[src/rtl/sysid_regs_ext_if.sv]
// Avalon-MM slave bus bundle for the system-ID peripheral.
// The master drives address/strobes/write data; the slave returns read data.
interface sysid_regs_ext_if #(
  parameter int ADDR_W = 4
);
  logic [ADDR_W-1:0] address;
  logic              read;
  logic              write;
  logic [31:0]       writedata;
  logic [3:0]        byteenable;
  logic [31:0]       readdata;
  logic              readdatavalid;

  modport master (
    output address, read, write, writedata, byteenable,
    input  readdata, readdatavalid
  );

  modport slave (
    input  address, read, write, writedata, byteenable,
    output readdata, readdatavalid
  );
endinterface

[src/rtl/sysid_regs_ext.sv]
// System-ID peripheral: fixed ID/timestamp/version words, scratch register,
// 64-bit uptime counter with hi/lo snapshot, live user-status words and a
// fixed-latency read return path.
module sysid_regs_ext #(
  parameter logic [31:0] SYSID        = 32'hACD51302,
  parameter logic [31:0] TIMESTAMP    = 32'h53104B65,
  parameter logic [31:0] VERSION      = 32'h00010000,
  parameter logic [31:0] SCRATCH_INIT = 32'h00000000,
  parameter int          NUM_USER     = 4,
  parameter int          ADDR_W       = 4,
  parameter int          READ_LATENCY = 1
) (
  input  logic                                         clock,
  input  logic                                         reset_n,
  sysid_regs_ext_if.slave                              bus,
  input  logic [32*((NUM_USER > 0) ? NUM_USER : 1)-1:0] user_data
);

  localparam logic [31:0] CAPS = {16'h0, 8'(NUM_USER), 4'h0, 4'(READ_LATENCY)};

  if (READ_LATENCY < 1 || READ_LATENCY > 4) begin : g_bad_latency
    $fatal(1, "sysid_regs_ext: READ_LATENCY must be within 1..4");
  end
  if (NUM_USER < 0 || NUM_USER > (1 << ADDR_W) - 8) begin : g_bad_num_user
    $fatal(1, "sysid_regs_ext: NUM_USER does not fit in the address space");
  end

  // Merge write data into a register honouring the byte-lane enables.
  function automatic logic [31:0] merge_lanes(input logic [31:0] cur,
                                              input logic [31:0] wd,
                                              input logic [3:0]  be);
    logic [31:0] res;
    res = cur;
    for (int b = 0; b < 4; b++) begin
      if (be[b]) res[8*b +: 8] = wd[8*b +: 8];
    end
    return res;
  endfunction

  logic [31:0] scratch;
  logic        en;
  logic [63:0] uptime;
  logic [31:0] uptime_hi_shadow;
  logic [31:0] addr_ext;
  logic [31:0] rd_sel;
  logic        ctrl_wr;
  logic        clr;

  logic [31:0] rd_data_p [READ_LATENCY];
  logic        vld_p     [READ_LATENCY];

  assign addr_ext = 32'(bus.address);
  assign ctrl_wr  = bus.write && (addr_ext == 32'd7);
  assign clr      = ctrl_wr && bus.writedata[1];

  // Read mux: selects the addressed word from the state of the current cycle.
  always_comb begin
    rd_sel = '0;
    case (addr_ext)
      32'd0:   rd_sel = SYSID;
      32'd1:   rd_sel = TIMESTAMP;
      32'd2:   rd_sel = VERSION;
      32'd3:   rd_sel = scratch;
      32'd4:   rd_sel = uptime[31:0];
      32'd5:   rd_sel = uptime_hi_shadow;
      32'd6:   rd_sel = CAPS;
      32'd7:   rd_sel = {31'h0, en};
      default: begin
        for (int k = 0; k < NUM_USER; k++) begin
          if (addr_ext == 32'(k + 8)) rd_sel = user_data[32*k +: 32];
        end
      end
    endcase
  end

  // Scratch and CTRL.en: byte-lane writes to the scratch word, en from CTRL bit 0.
  always_ff @(posedge clock or negedge reset_n) begin
    if (!reset_n) begin
      scratch <= SCRATCH_INIT;
      en      <= 1'b1;
    end else begin
      if (bus.write && addr_ext == 32'd3)
        scratch <= merge_lanes(scratch, bus.writedata, bus.byteenable);
      if (ctrl_wr)
        en <= bus.writedata[0];
    end
  end

  // Uptime counter: clear wins over increment; increment gated by current en.
  always_ff @(posedge clock or negedge reset_n) begin
    if (!reset_n)  uptime <= '0;
    else if (clr)  uptime <= '0;
    else if (en)   uptime <= uptime + 64'd1;
  end

  // High-word shadow: captured by a read of the low word, untouched by clear.
  always_ff @(posedge clock or negedge reset_n) begin
    if (!reset_n)
      uptime_hi_shadow <= '0;
    else if (bus.read && addr_ext == 32'd4)
      uptime_hi_shadow <= uptime[63:32];
  end

  // Read return pipeline: data moves only with its valid, so the last stage
  // holds the most recent returned word between reads.
  always_ff @(posedge clock or negedge reset_n) begin
    if (!reset_n) begin
      for (int i = 0; i < READ_LATENCY; i++) begin
        rd_data_p[i] <= '0;
        vld_p[i]     <= 1'b0;
      end
    end else begin
      // stage 0: capture the selected word in the read cycle
      vld_p[0] <= bus.read;
      if (bus.read) rd_data_p[0] <= rd_sel;
      // stages 1..READ_LATENCY-1: delay line toward the bus
      for (int i = 1; i < READ_LATENCY; i++) begin
        vld_p[i] <= vld_p[i-1];
        if (vld_p[i-1]) rd_data_p[i] <= rd_data_p[i-1];
      end
    end
  end

  assign bus.readdata      = rd_data_p[READ_LATENCY-1];
  assign bus.readdatavalid = vld_p[READ_LATENCY-1];

endmodule

[src/flat_wrapper.sv]
// flat-port wrapper written by rule: the top's interface ports become plain ports
module sysid_regs_ext_flat 
#(
  parameter logic [31:0] SYSID        = 32'hACD51302,
  parameter logic [31:0] TIMESTAMP    = 32'h53104B65,
  parameter logic [31:0] VERSION      = 32'h00010000,
  parameter logic [31:0] SCRATCH_INIT = 32'h00000000,
  parameter int          NUM_USER     = 4,
  parameter int          ADDR_W       = 4,
  parameter int          READ_LATENCY = 1
)
  (clock, reset_n, user_data, bus_address, bus_read, bus_write, bus_writedata, bus_byteenable, bus_readdata, bus_readdatavalid);
  sysid_regs_ext_if #(.ADDR_W(ADDR_W)) bus_i ();
  input  logic clock;
  input  logic reset_n;
  input  logic [32*((NUM_USER > 0) ? NUM_USER : 1)-1:0] user_data;
  input wire logic [$bits(bus_i.address)-1:0] bus_address;
  input wire logic [$bits(bus_i.read)-1:0] bus_read;
  input wire logic [$bits(bus_i.write)-1:0] bus_write;
  input wire logic [$bits(bus_i.writedata)-1:0] bus_writedata;
  input wire logic [$bits(bus_i.byteenable)-1:0] bus_byteenable;
  output wire logic [$bits(bus_i.readdata)-1:0] bus_readdata;
  output wire logic [$bits(bus_i.readdatavalid)-1:0] bus_readdatavalid;
  assign bus_i.address = bus_address;
  assign bus_i.read = bus_read;
  assign bus_i.write = bus_write;
  assign bus_i.writedata = bus_writedata;
  assign bus_i.byteenable = bus_byteenable;
  assign bus_readdata = bus_i.readdata;
  assign bus_readdatavalid = bus_i.readdatavalid;
  sysid_regs_ext #(.SYSID(SYSID), .TIMESTAMP(TIMESTAMP), .VERSION(VERSION), .SCRATCH_INIT(SCRATCH_INIT), .NUM_USER(NUM_USER), .ADDR_W(ADDR_W), .READ_LATENCY(READ_LATENCY)) u_core (.clock(clock), .reset_n(reset_n), .bus(bus_i), .user_data(user_data));
endmodule
[config.mk]
export PLATFORM = sky130hd
export DESIGN_NAME = sysid_regs_ext_flat
export DESIGN_NICKNAME = d
export VERILOG_FILES = /design/src/rtl/sysid_regs_ext_if.sv /design/src/rtl/sysid_regs_ext.sv /design/src/flat_wrapper.sv
export SDC_FILE = /design/constraint.sdc
export NUM_CORES = 1
export LEC_CHECK = 0
export CAP_MARGIN = 40
export CORE_MARGIN = 4
export CORE_UTILIZATION = 45
export DETAILED_ROUTE_END_ITERATION = 7
export PLACE_DENSITY = 0.74
export SETUP_SLACK_MARGIN = 0.15
export SYNTH_ARGS = -nofsm -noshare
export SYNTH_HDL_FRONTEND = slang
export SYNTH_SLANG_ARGS = --single-unit
[constraint.sdc]
create_clock -name clock -period 4.5 [get_ports clock]
set_input_delay 0.9 -clock clock [delete_from_list [all_inputs] [get_ports clock]]
set_output_delay 0.9 -clock clock [all_outputs]
set_load 0.005 [all_outputs]
==> flow_summary.toml <==
[clock_tree]
clk_path_buf_depth = 2
cts_htree_levels = 4
postCtsHoldBufs = 0
path_clk_slew_ns = 0.06
cts_resized = 0
insertion_delay_ns = 0.43
cts_setup_buffers = 0
numCtsBuffers = 17
root_buffer = "clkbuf_16"
cts.sinks = 162
cts_tree = "built"

[power_and_ir_drop]
p_per_area_nw_per_um2 = 372
seqPwrFrac_pct = 48.4
power.leakage_nw = 4.55
p_int_mw = 3.03
share_comb_of_total_power_pct = 18.5
switchingPower_mw = 1.22
p_clk_share_pct = 33.1
vdd_drop_max_mv = 0.316
p_sw_share_pct = 28.7

[global_routing]
antenna_found_initial = 1
grt_pass1_wl_um = 44600
track_usage_pct = 26.7
grt_overflow_total = 0
grt_max_degree = 83
grt_pass1_vias = 7875

[die]
rows = 50
core-area_um2 = 18700
die_area_um2 = 21200
die_w_um = 146
die_h_um = 146
pin_count = 205
start_util_pct = 45.6

[cells_and_area]
areaGrowthSynthToFinish_pct = 34.1
nets = 1236
utilization_pct = 61.2
fin_cells = 1308
drive_gt1_share_pct = 11.7

[logic_synthesis]
synth-xor-area-share_pct = 3.39
synth_ff_type = "dfrtp_1"
seq_area_frac_synth_pct = 47.5
synth_fa_ha_area_share_pct = 0.147
synth_cells = 880
synth_top_family_by_area = "simple AND/OR/NAND/NOR gates"
syn_area_per_cell_um2 = 9.70
ys_warn_count = 0
syn_nets = 1053
ys_types = 51
synth-edff-count = 0
synth-compound-area-share_pct = 14.6
synthSimpleGateAreaFrac_pct = 21.5
syn-cell-area_um2 = 8530
synth_mux_area_share_pct = 8.70
async_reset_ff_share_pct = 100
ys_seq_elements = 162

[placed_design]
gp_congestion = 0.879
dp_cells = 1278
hpwl_um = 21300
io_buffers = 204

[setup_path]
critical_path_class = "primary input to register"
critPathBufInv = 2
r2r_setup_slack_ns = 1.79
ff2ff_path_depth = 6
cp_max_fo = 19
crit_path_max_incr_delay_ns = 0.83
crit_path_cell_trace = "clkdlybuf4s50_1 -> buf_4 -> nor4bb_4 -> nand3_1 -> mux2_2"
crit_family = "simple AND/OR/NAND/NOR gates"
worst-endpoint-required_ns = 4.81
reg2reg_to = "u_core.uptime[58]"
slowest_stage = "nor4bb_4"
timing.rr.start = "u_core.uptime[0]"
cp-end-kind = "register"
arrival_ns = 3.44
critical_path.startpoint_type = "primary input"

[sta]
drv_slew = 0
clock_skew_ns = 0.00666
max_slew_margin_pct = 42.2
rsz0062_at_grt = "false"
setup_tns_ns = 0
setup_viol = 0
hold_viol_final = 0
timing.fmax_mhz = 320
fin_crit_sh_pct = 69.5
worst_pin_slew_ns = 0.864
min_period_ns = 3.13

[routing]
final_antenna_net_count = 0
drt-total-wl_um = 28600
viasPerCell = 6.16
drcViolationCount = 3
wl_per_cell_um = 21.9
vias = 8063
first_pass_iters = 8
drtIter0Drc = 732

[status]
violations = "design-rule violations"
status = "finished with violations"

[flow_run]
cap_violations = 0

[hold_path]
hold_class = "primary input to async pin"
how the worst max path moves through the flow:
stage               cells after the start  slack (ns)            endpoint           start
floorplan                               6        1.79   u_core.uptime[58]  bus_address[0]
finish                                  5        1.37  u_core.scratch[20]  bus_address[1]
CTS                                     5        1.42  u_core.scratch[20]  bus_address[1]
detailed placement                      5        0.98  u_core.scratch[20]  bus_address[1]
global placement                        5        1.06  u_core.scratch[19]  bus_address[1]
global route                            5        1.26  u_core.scratch[27]  bus_address[1]
sequential cells by signal, indices dropped and copies added (netlist names):
signal,flops
u_core.bus.readdata,32
u_core.bus.readdatavalid,1
u_core.en,1
u_core.scratch,32
u_core.uptime,64
u_core.uptime_hi_shadow,32
synth_stat cells, drive strengths merged (2+ instances only):
cell    count  share of area [%]
buf        11               0.72
nor4b       2               0.38
xor2       19                2.0
inv        27                1.2
or3        18                1.3
nand3      94                5.5
nor3        8               0.47
dfrtp     161                 47
or4        13                1.1
and2        6               0.44
and3b       2               0.21
o21ai      50                2.9
nor4bb      4               0.47
nand4b      2               0.21
a41oi       7               0.72
a22oi      39                3.4
nor2       53                2.3
nor4       13               0.95
mux2       65                8.6
nand2      75                3.3
o31ai      11               0.97
or4b        2               0.28
or2         2               0.15
a21oi      32                1.9
nand2b      3               0.22
nand4      25                1.9
and4b       2               0.23
nor2b       6               0.44
nor3b       2               0.18
and3        7               0.51
a31oi       2               0.15
a21boi      4               0.35
a222oi     29                3.4
clkbuf     51                2.2
and4        8               0.82
a221oi      4               0.41
xnor2      14                1.4
area by class of cell:
type,count,area [µm²]
fill,1608,7260
timing repair buffer,226,2240
multi-input combinational,629,4190
sequential,162,4060
clock buffer,24,482
antenna,1,2.50
inverter,27,101
tap,234,293
clock inverter,5,78.8
cell usage in the layout (no fill, tap or decap), types with 29 or more instances in the layout:
| cell type | n |
|---|---|
| a222oi_1 | 29 |
| mux2_2 | 65 |
| nor2_1 | 53 |
| nand3_1 | 94 |
| clkdlybuf4s50_1 | 201 |
| dfrtp_1 | 161 |
| nand2_1 | 75 |
| o21ai_0 | 49 |
| a21oi_1 | 32 |
| a22oi_1 | 39 |
power groups by stage:
stage | Combinational, mW | Clock [mW] | Sequential [mW]
finish | 0.788 | 1.41 | 2.06
global route | 0.873 | 1.48 | 2.09
CTS | 0.792 | 1.42 | 2.04
detailed placement | 0.783 | 0 | 2.07
global placement | 0.758 | 0 | 2.06
floorplan | 0.451 | 0 | 1.93
through the flow:
step           total power, mW  hold WS, ns  setup WS, ns  instance area [µm²]
5_1_grt                   4.45        0.378          1.26                11400
4_1_cts                   4.26        0.370          1.42                11400
2_1_floorplan             2.38        0.445          1.79                 8530
6_report                  4.25        0.365          1.37                11400
3_3_place_gp              2.81        0.487          1.06                10800
3_5_place_dp              2.85        0.492         0.982                10900
routing by layer:
metal	vias up	global-route usage (%)	part of all wire, %
met5	-	0	0
met4	0	9.50	2.7
met3	49	5.51	8.2
met2	399	42.6	47
met1	3962	36.3	42
li1	3653	-	-
cell families (layout without fill, tap and decap cells):
group,count (synthesis),after routing
xor gates and xnor gates,33,33
DFF,162,162
AOI/OAI and AO/OA,182,182
buffers and inverters,89,282
adders and majority gates,1,1
muxes,66,66
other,0,1
and+or+nand+nor,347,347
Note: power is estimated with default switching activity, not from simulation.
